## config.mk

```make
export PLATFORM = sky130hd
export DESIGN_NAME = modbus_frame_timer
export DESIGN_NICKNAME = d
export VERILOG_FILES = /design/src/rtl/modbus_frame_timer.sv
export SDC_FILE = /design/constraint.sdc
export NUM_CORES = 1
export LEC_CHECK = 0
export ABC_CLOCK_PERIOD_IN_PS = 6500
export CAP_MARGIN = 20
export CORE_MARGIN = 2
export CORE_UTILIZATION = 65
export DETAILED_ROUTE_END_ITERATION = 10
export PLACE_DENSITY = 0.83
export SYNTH_ARGS = -nofsm -noshare
export SYNTH_HDL_FRONTEND = slang
export SYNTH_SLANG_ARGS = --single-unit
export TNS_END_PERCENT = 5
```

## constraint.sdc

```tcl
create_clock -name clk_in -period 6.5 [get_ports clk_in]
set_clock_uncertainty 0.15 [all_clocks]
set_input_delay 0.65 -clock clk_in [delete_from_list [all_inputs] [get_ports clk_in]]
set_output_delay 0.65 -clock clk_in [all_outputs]
set_load 0.01 [all_outputs]
```

## src/rtl/modbus_frame_timer.sv

```systemverilog
// Modbus RTU receive-side baud prescaler and t1.5/t3.5 silence sequencer.
// Divisor changes are taken through a valid/ready handshake and applied on a prescaler wrap.
module modbus_frame_timer #(
  parameter int DIV_W       = 16,
  parameter int DEFAULT_DIV = 27,
  parameter int T15_OS      = 264,
  parameter int T35_OS      = 616,
  parameter int SIL_W       = 16
) (
  input  logic             clk_in,
  input  logic             reset,
  input  logic [DIV_W-1:0] cfg_div,
  input  logic             cfg_valid,
  output logic             cfg_ready,
  input  logic             rx_activity,
  output logic             os_tick,
  output logic             bit_tick,
  output logic             frame_start,
  output logic             frame_end,
  output logic             frame_err,
  output logic             t35_pulse,
  output logic             frame_idle
);

  // state  | meaning
  // WAIT35 | waiting for t3.5 of silence before a frame may start
  // IDLE   | bus idle, next activity starts a frame
  // RX     | inside a frame, watching for t1.5 of silence
  // GAP    | frame ended, activity before t3.5 is an error
  localparam logic [1:0] S_WAIT35 = 2'd0;
  localparam logic [1:0] S_IDLE   = 2'd1;
  localparam logic [1:0] S_RX     = 2'd2;
  localparam logic [1:0] S_GAP    = 2'd3;

  localparam logic [SIL_W-1:0] SIL_T15 = SIL_W'(T15_OS);
  localparam logic [SIL_W-1:0] SIL_T35 = SIL_W'(T35_OS);

  logic [DIV_W-1:0] div_q, div_d, pend_q, pend_d, presc_q, presc_d, div_m1;
  logic [3:0]       phase_q, phase_d;
  logic [SIL_W-1:0] sil_q, sil_d;
  logic [1:0]       state_q, state_d;
  logic             ready_q, ready_d;
  logic             os_q, os_d, bit_q, bit_d;
  logic             fs_q, fs_d, fe_q, fe_d, ferr_q, ferr_d, t35_q, t35_d;
  logic             idle_q, idle_d;
  logic             wrap, apply, accept;

  always_comb begin
    div_m1  = (div_q == '0) ? '0 : div_q - DIV_W'(1);
    wrap    = (presc_q == div_m1);
    apply   = !ready_q && wrap;
    accept  = cfg_valid && ready_q;

    div_d   = div_q;
    pend_d  = pend_q;
    presc_d = presc_q;
    phase_d = phase_q;
    sil_d   = sil_q;
    state_d = state_q;
    ready_d = ready_q;
    os_d    = wrap;
    bit_d   = wrap && (phase_q == 4'hf) && !rx_activity;
    fs_d    = 1'b0;
    fe_d    = 1'b0;
    ferr_d  = 1'b0;
    t35_d   = 1'b0;

    // Resync and divisor apply both restart the timebase; resync wins trivially since both clear.
    if (rx_activity || apply) begin
      presc_d = '0;
      phase_d = '0;
      sil_d   = '0;
    end else if (wrap) begin
      presc_d = '0;
      phase_d = phase_q + 4'd1;
      sil_d   = (sil_q == SIL_T35) ? sil_q : sil_q + SIL_W'(1);
    end else begin
      presc_d = presc_q + DIV_W'(1);
    end

    if (apply) begin
      div_d   = pend_q;
      ready_d = 1'b1;
    end else if (accept) begin
      pend_d  = cfg_div;
      ready_d = 1'b0;
    end

    case (state_q)
      S_WAIT35: begin
        if (!rx_activity && sil_d == SIL_T35) begin
          t35_d   = 1'b1;
          state_d = S_IDLE;
        end
      end
      S_IDLE: begin
        if (rx_activity) begin
          fs_d    = 1'b1;
          state_d = S_RX;
        end
      end
      S_RX: begin
        if (!rx_activity && sil_d == SIL_T15) begin
          fe_d    = 1'b1;
          state_d = S_GAP;
        end
      end
      default: begin
        if (rx_activity) begin
          ferr_d  = 1'b1;
          state_d = S_WAIT35;
        end else if (sil_d == SIL_T35) begin
          t35_d   = 1'b1;
          state_d = S_IDLE;
        end
      end
    endcase

    idle_d = (state_d == S_IDLE);
  end

  always_ff @(posedge clk_in or posedge reset) begin
    if (reset) begin
      div_q   <= DIV_W'(DEFAULT_DIV);
      pend_q  <= '0;
      presc_q <= '0;
      phase_q <= '0;
      sil_q   <= '0;
      state_q <= S_WAIT35;
      ready_q <= 1'b1;
      os_q    <= 1'b0;
      bit_q   <= 1'b0;
      fs_q    <= 1'b0;
      fe_q    <= 1'b0;
      ferr_q  <= 1'b0;
      t35_q   <= 1'b0;
      idle_q  <= 1'b0;
    end else begin
      div_q   <= div_d;
      pend_q  <= pend_d;
      presc_q <= presc_d;
      phase_q <= phase_d;
      sil_q   <= sil_d;
      state_q <= state_d;
      ready_q <= ready_d;
      os_q    <= os_d;
      bit_q   <= bit_d;
      fs_q    <= fs_d;
      fe_q    <= fe_d;
      ferr_q  <= ferr_d;
      t35_q   <= t35_d;
      idle_q  <= idle_d;
    end
  end

  assign cfg_ready   = ready_q;
  assign os_tick     = os_q;
  assign bit_tick    = bit_q;
  assign frame_start = fs_q;
  assign frame_end   = fe_q;
  assign frame_err   = ferr_q;
  assign t35_pulse   = t35_q;
  assign frame_idle  = idle_q;

endmodule

```

==> metrics.cfg <==
[logic_synthesis]
ys_types = 77
yosysSeqAreaShare_pct = 41.4
synth_edf_count = 0
yosys_warnings = 0
synth_nets = 511
synth.top_cell.area_share_pct = 38.7
netlist_area_sq_um = 4730
synth_top_area_cell = dfrtp_1
synth_cells = 486
ys_ff_latch = 78
synth_area_leaders = dfrtp_1, mux2_2, xnor2_1
avgSynthCellArea_sq_um = 9.72
synth-main-ff-cell = dfrtp_1
synth-async-reset-ratio_pct = 100

[power]
p_per_area_nw_per_um2 = 229
power_frac_seq_pct = 49.6
p_sw_share_pct = 30.0
combPwrFrac_pct = 18.5
p_leak_nw = 2.18
peakVddDrop_uv = 202
clkPwrFrac_pct = 31.9
p_switching_uw = 360
p_int_uw = 840

[drt]
wl_microns = 10700
drt_iter0_drc = 487
via_count = 3788
wl_per_cell_microns = 17.6
remaining_drc_errors = 0
avgViaCountPerCell = 6.25
antenna_left = 0
dr.pass1.iters = 6

[final_layout]
num-fill-cells = 562
syn_to_final_growth_pct = 10.8
nNetsFinal = 527
layout_common_cells = dfrtp_1, nor2_1, nand2_1
final_common_cell = dfrtp_1
diodes = 0
drive_gt1_share_pct = 14.2

[grt]
grt_util_met3_pct = 4.89
grt_util_met2_pct = 42.8
grt_pass1_wl_microns = 17700
grt_pass1_vias = 3492
grt_max_degree = 79
track_usage_pct = 29.2
grtUsageMet1_pct = 44.7
grt_overflow = 0
top_usage_layer = met1
grt_antenna_before_repair = 0

[placed_design]
place_congestion = 0.986
dpl.hpwl_microns = 7610
post-place-ws_ps = 1800
portBuffers = 27

[sta]
hold_viol_final = 0
post-route-period-util_pct = 74.5
worstMarginPinSlew_ps = 948
setup_slack_ps = 1660
drv_slew = 0
fmax_mhz = 206
rsz0062_at_grt = no
max_slew_margin_pct = 36.8
post-route-min-period_ps = 4840
setup_viol = 0
tns_ps = 0

[floorplanning]
die_y_microns = 89.3
die_w_microns = 89.3
initial_core_util_pct = 66.2
die_area_sq_um = 7970
fp-row-count = 31
num_io_pins = 28
core-area_sq_um = 7140

[clocking]
clockRootBuffer = clkbuf_8
cts.sinks = 78
postCtsSetupRepairBufs = 0
holdBufCountCts = 0
clk_path_buf_depth = 2
clk_latency_ps = 360
htree_levels = 3
cts_resized = 0
clk_pin_slew_ps = 100
cts_tree = yes
numCtsBuffers = 9

[critical_path]
critPathMaxStageDelay_ps = 690
worst-path-buf-inv = 1
crit_chain = inv_1 -> ha_1 -> nor2b_1 -> nand4_1 -> nor2_1 -> o32a_1 -> nor4b_2 -> nand4_2 -> nor2_1 -> mux2i_1 -> a221oi_2 -> nand3_1 -> a311o_1
slowest_stage = nor2_1
critical_path.startpoint_type = flip-flop
path_common_cell = nor2_1
criticalPathCategory = flip-flop to flip-flop
path_max_fanout = 11
end_kind = flip-flop
cp_data_required_time_ps = 6600
worstPathArrival_ps = 4940
critPathTopFamily = simple AND/OR/NAND/NOR gates

[run]
maxCapViolCount = 0

[status]
status = finished, final reports clean

[worst_hold_path]
hp-class = flip-flop to flip-flop

==> power by group through the flow <==
stage,registers (mW),clock network [mW],logic (mW)
CTS,0.594,0.386,0.221
finish,0.596,0.383,0.222
global route,0.602,0.407,0.244
global placement,0.600,0,0.215
detailed placement,0.602,0,0.219
floorplan,0.581,0,0.180
==> per-stage QoR <==
stage	power (mW)	std cells	area, sq um	hold WS, ps	utilization [%]
4_1_cts	1.20	606	5240	360	73.4
5_1_grt	1.25	606	5240	379	73.4
2_1_floorplan	0.761	486	4730	294	-
3_3_place_gp	0.815	590	5030	318	70.5
3_5_place_dp	0.821	590	5030	341	70.5
6_report	1.20	606	5240	352	73.4
==> synthesized netlist by cell type, types with 4 or more instances <==
cell type,count
nor3_1,13
or4_1,4
nor2b_1,7
nor2_1,56
dfrtp_1,73
or2_2,4
mux2_2,29
nor4_1,5
dfstp_2,5
inv_1,21
buf_2,5
and3_1,9
and4_1,4
nand4b_1,4
clkbuf_1,18
o21ai_0,10
xnor2_1,26
xor2_1,15
ha_1,5
mux2i_1,6
nand2_1,36
a31oi_1,4
nand3_1,21
nand3b_1,4
or3_1,9
nand4_1,10
a21oi_1,7
nand2b_1,5
==> cell type report <==
type	count	area [sq um]	share of cell area, %
sequential	78	1960	37.4
timing repair buffer	30	293	5.59
clock inverter	7	80.1	1.53
inverter	21	78.8	1.51
multi-input combinational	362	2580	49.2
clock buffer	9	124	2.37
tap	99	124	2.37
==> flip-flops by register name, indices dropped and copies added, names as in the netlist <==
signal       cells
cfg_ready        1
frame_start      1
frame_idle       1
os_tick          1
pend_q          16
sil_q           16
frame_end        1
state_q          2
t35_pulse        1
presc_q         16
phase_q          4
frame_err        1
div_q           16
bit_tick         1
==> layer usage <==
layer  share of wire [%]  vias up  wire, microns
met4                 2.0        0            209
met2                  44      176           4710
li1                    -     1774              -
met3                 6.9       28            735
met1                  47     1810           5020
met5                   0        -              0
==> final timing paths <==
check                                      start                     to  slack (ps)  cells past startpoint
max in group asynchronous                  reset  presc_q[13]$_DFF_PP0_        4840                      3
max                         div_q[0]$_DFFE_PP1P_   state_q[1]$_DFF_PP0_        1660                     13
min reg2reg                pend_q[6]$_DFFE_PP0P_   div_q[6]$_DFFE_PP0P_         350                      1
min in group asynchronous                  reset     sil_q[0]$_DFF_PP0_         750                      3
max reg2reg                 div_q[0]$_DFFE_PP1P_   state_q[1]$_DFF_PP0_        1660                     13
min                        pend_q[6]$_DFFE_PP0P_   div_q[6]$_DFFE_PP0P_         350                      1
==> cells by family (layout without fill, tap and decap cells) <==
family	Yosys count	after routing	synth area share, %
mux	35	35	8.18
fa+ha+maj	5	5	1.32
simple gates	213	213	25.3
compound gates	65	65	10.6
flops	78	78	41.4
buf+inv	46	67	4.02
xor+xnor	44	44	9.08
No activity file was read; power rests on OpenSTA's default activity.
